**config.mk**
```make
export PLATFORM = sky130hd
export DESIGN_NAME = wb_regfile
export DESIGN_NICKNAME = d
export VERILOG_FILES = /design/src/rtl/wb_regfile.sv
export SDC_FILE = /design/constraint.sdc
export NUM_CORES = 1
export LEC_CHECK = 0
export CORE_MARGIN = 5
export CORE_UTILIZATION = 24
export DETAILED_ROUTE_END_ITERATION = 8
export GPL_ROUTABILITY_DRIVEN = 0
export HOLD_SLACK_MARGIN = 0.02
export PLACE_DENSITY = 0.41
export SKIP_CTS_REPAIR_TIMING = 1
export SKIP_LAST_GASP = 1
export SLEW_MARGIN = 20
export SYNTH_ARGS = -nofsm -noshare
export SYNTH_HDL_FRONTEND = slang
export SYNTH_SLANG_ARGS = --single-unit
export TNS_END_PERCENT = 100
```
**constraint.sdc**
```tcl
create_clock -name clk -period 24.6 [get_ports clk]
set_input_delay 7.38 -clock clk [delete_from_list [all_inputs] [get_ports clk]]
set_output_delay 7.38 -clock clk [all_outputs]
set_load 0.02 [all_outputs]
```
**src/rtl/wb_regfile.sv**
```systemverilog
// Sixteen-entry architectural register file with write-through bypass,
// a per-register pending-write scoreboard, and the R15 link-register export.
module wb_regfile #(
  parameter int NREG = 16,
  parameter int DW   = 16,
  parameter int CW   = 2
) (
  input  logic          clk,
  input  logic          rst,
  input  logic          we,
  input  logic [3:0]    wb_addr,
  input  logic [DW-1:0] wb,
  input  logic [3:0]    rs_addr,
  input  logic [3:0]    rt_addr,
  output logic [DW-1:0] rs_data,
  output logic [DW-1:0] rt_data,
  input  logic          issue,
  input  logic [3:0]    issue_addr,
  output logic          rs_busy,
  output logic          rt_busy,
  output logic          stall,
  output logic [DW-1:0] ret_addr,
  output logic          sb_overflow
);

  // Contract with decode: there is no handshake. Decode must not assert
  // issue while stall is high; writeback commits whenever we is high.

  logic [DW-1:0] regs [NREG];
  logic [CW-1:0] cnt  [NREG];

  always_ff @(posedge clk or posedge rst) begin
    if (rst) begin
      for (int r = 0; r < NREG; r++) begin
        regs[r] <= '0;
        cnt[r]  <= '0;
      end
      sb_overflow <= 1'b0;
    end else begin
      if (we && wb_addr != 4'd0) regs[wb_addr] <= wb;
      // R0 never counts; an issue and a writeback to the same register cancel.
      for (int r = 1; r < NREG; r++) begin
        if (issue && issue_addr == 4'(r) && !(we && wb_addr == 4'(r))) begin
          if (cnt[r] == '1) sb_overflow <= 1'b1;
          else              cnt[r] <= cnt[r] + CW'(1);
        end else if (we && wb_addr == 4'(r) && !(issue && issue_addr == 4'(r))) begin
          if (cnt[r] != '0) cnt[r] <= cnt[r] - CW'(1);
        end
      end
    end
  end

  function automatic logic [DW-1:0] read_port(input logic [3:0] a);
    if (a == 4'd0)              return '0;
    if (we && wb_addr == a)     return wb;
    return regs[a];
  endfunction

  // The last outstanding write landing this cycle is covered by the bypass.
  function automatic logic busy_port(input logic [3:0] a);
    logic [CW-1:0] c;
    c = cnt[a];
    if (a == 4'd0 || c == '0) return 1'b0;
    if (c == CW'(1) && we && wb_addr == a && !(issue && issue_addr == a)) return 1'b0;
    return 1'b1;
  endfunction

  always_comb begin
    rs_data  = read_port(rs_addr);
    rt_data  = read_port(rt_addr);
    ret_addr = read_port(4'hF);
    rs_busy  = busy_port(rs_addr);
    rt_busy  = busy_port(rt_addr);
    stall    = rs_busy | rt_busy;
  end

endmodule

```
==> reports/metrics.yaml <==
status: "completed"
synth-edff-count: 0
wl_mm: 52.6
timing.fmax_ghz: 0.0550
yosysSeqAreaShare: 0.435
ctsRootBufferMaster: "clkbuf_16"
die_area_mm2: 0.0742
portBuffers: 87
tns_ps: 0
setup_violations: 0
first_global_vias: 11216
p_sw_frac: 0.287
fp-row-count: 96
hp-class: "flop to flop"
clockBufferDepth: 3
postRouteAntennaNets: 0
synthFlopType: "dfrtp_1"
multiInputGateArea_mm2: 0.00874
power_density_mw_per_mm2: 82.3
tightestPinTransition_ps: 957
cp-end-kind: "output pin"
syn_area_mm2: 0.0165
slew_headroom: 0.361
design.core.area_mm2: 0.0685
synth_cell_types: 44
min_period_over_period: 0.739
via_per_inst: 4.93
diodes: 0
crit_arrival_ps: 10790
fill_cells: 6954
drive_gt1_frac: 0.430
fin_crit_ps: 18170
clkSinkCount: 287
cp-start-kind: "primary input"
leakage_nw: 7.72
pin_count: 88
dieWidth_um: 272
h-tree-depth: 2
syn-num-nets: 1245
dr.pass1.iters: 4
remaining_drc_errors: 0
fp.dieH_um: 272
initialDrtViolationCount: 520
comb_power_share: 0.252
power.internal_w: 0.00114
synthToLayoutAreaGrowth_pct: 17.8
power_frac_seq: 0.403
vias: 10591
cp.required_ps: 17220
final_net_count: 1290
cts_tree: "built"
finalHoldViolations: 0
tritoncts.num_buffers: 37
wl_per_cell_um: 24.5
synth_cells: 1194
cap_violations: 0
start_util: 0.241
finalClockSkew_ps: 20.3
synth_warnings: 2
syn_avg_cell_area_um2: 13.8
wl_met2_mm: 25.6
hpwlAfterDp_mm: 31.4
slew_viol_final: 0
grt_first_pass_wirelength_mm: 78.8
regArea_mm2: 0.00718
worstSkewPairLatency_ps: 560
overflow: 0
p_sw_w: 0.000461
crit_fanout: 37
power_frac_clock: 0.345
ir_worst_vdd_mv: 0.0385
dr_wl_met3_mm: 2.13
synthArstFlopShare: 1.00
ys_ff_latch: 287
route.top_layer_used: "met5"
rsz0062_at_grt: "no"
criticalPathCategory: "primary input to output pin"
antenna_found_initial: 3
grtUsageTotal: 0.143
utilization: 0.284
wl_met1_mm: 22.8
grt_max_degree: 109
clk_pin_slew_worst_paths_ps: 60
-- layer usage --
metal  global-route usage  vias up
met5                    0        -
met4               0.0539        6
met3               0.0252      106
met2                0.239      227
met1                0.185     5656
li1                     -     4596
-- state kept, by name, indices dropped and copies added, names as in the netlist --
signal	count
cnt	30
regs	256
sb_overflow	1
-- cell families after synthesis --
| family | share of synthesized area |
|---|---|
| and+or+nand+nor | 0.0500 |
| buffers and inverters | 0.0387 |
| DFF | 0.435 |
| xor gates and xnor gates | 0.00848 |
| adders and majority gates | 0.0114 |
| muxes | 0.421 |
| AOI/OAI and AO/OA | 0.0356 |
-- power groups by stage --
stage                     clock network [W]  registers (W)  logic, W
after global placement                    0       0.000649  0.000407
final                              0.000554       0.000646  0.000404
after global routing               0.000593       0.000661  0.000437
after detailed placement                  0       0.000653  0.000411
after floorplan                           0       0.000626  0.000294
after CTS                          0.000576       0.000645  0.000413
-- layout by cell type, fill, tap and decap left out, drive strengths merged, types with 7 or more instances in the layout --
cell	count
inv	48
o21ai	75
xor2	12
dfrtp	287
mux2i	14
clkinv	8
clkbuf	51
clkdlybuf4s50	79
ha	15
buf	35
nor3	10
nand2	74
nand2b	7
mux4	173
nor2b	21
mux2	260
nand3	12
nor2	30
-- cell type report --
cell class              count  share of cell area
clock buffers              51              0.0538
well taps                 882              0.0567
clock inverters            15             0.00906
inverters                  44             0.00887
multi-input cells         755               0.449
repair buffers            114              0.0538
flip-flops and latches    287               0.369
-- worst max-delay path, stage by stage --
cell and delay (ps):
buf_4 610, buf_4 780, mux4_2 620, mux4_2 460, inv_1 60, o21ai_0 150, clkdlybuf4s50_1 600
-- worst paths after layout --
kind                            cells past startpoint  slack (ps)                    end                   from
worst max register to register                      4       23080  sb_overflow$_DFF_PP0_     cnt[7]$_DFFE_PP0P_
worst min-delay path                                0         390  regs[246]$_DFFE_PP0P_  regs[246]$_DFFE_PP0P_
min in group asynchronous                           2        7370   regs[14]$_DFFE_PP0P_                    rst
max in group asynchronous                           4       15050   regs[84]$_DFFE_PP0P_                    rst
worst max-delay path                                7        6430             rs_data[5]             rs_addr[0]
worst min register to register                      0         390  regs[246]$_DFFE_PP0P_  regs[246]$_DFFE_PP0P_
-- Yosys cell counts (3+ instances only) --
library cell  number  area share
xor2_1            12      0.0064
nor2_1            30      0.0068
buf_1              5      0.0011
mux2i_1           14      0.0085
mux2_2           260        0.18
a32oi_1            3      0.0016
ha_1              15       0.011
clkbuf_1          62       0.014
nand3b_1           5      0.0023
nand2b_1           7      0.0026
nand4_1            3      0.0011
and2_1             5      0.0019
o21ai_1           16      0.0048
nor3_1            10      0.0030
buf_2             37       0.011
dfrtp_1          287        0.43
inv_1             44       0.010
xnor2_1            4      0.0021
nand3_1           12      0.0036
mux4_2           173        0.24
o31a_1             4      0.0021
nand2_1           74       0.017
nor2b_1           21      0.0079
o31ai_1            5      0.0023
or3_1              4      0.0015
o21ai_0           59       0.018
-- stage by stage --
stage / worst slack [ps] / area [µm²] / power, W / std cells / hold slack (ps)
2_1_floorplan: 8080 / 16500 / 0.000920 / 1194 / 441
3_3_place_gp: 6320 / 18300 / 0.00106 / 2082 / 377
3_5_place_dp: 6320 / 18300 / 0.00106 / 2082 / 385
4_1_cts: 6330 / 19500 / 0.00163 / 2148 / 397
5_1_grt: 6080 / 19500 / 0.00169 / 2148 / 404
6_report: 6430 / 19500 / 0.00160 / 2148 / 393
No activity file was read; power rests on OpenSTA's default activity.
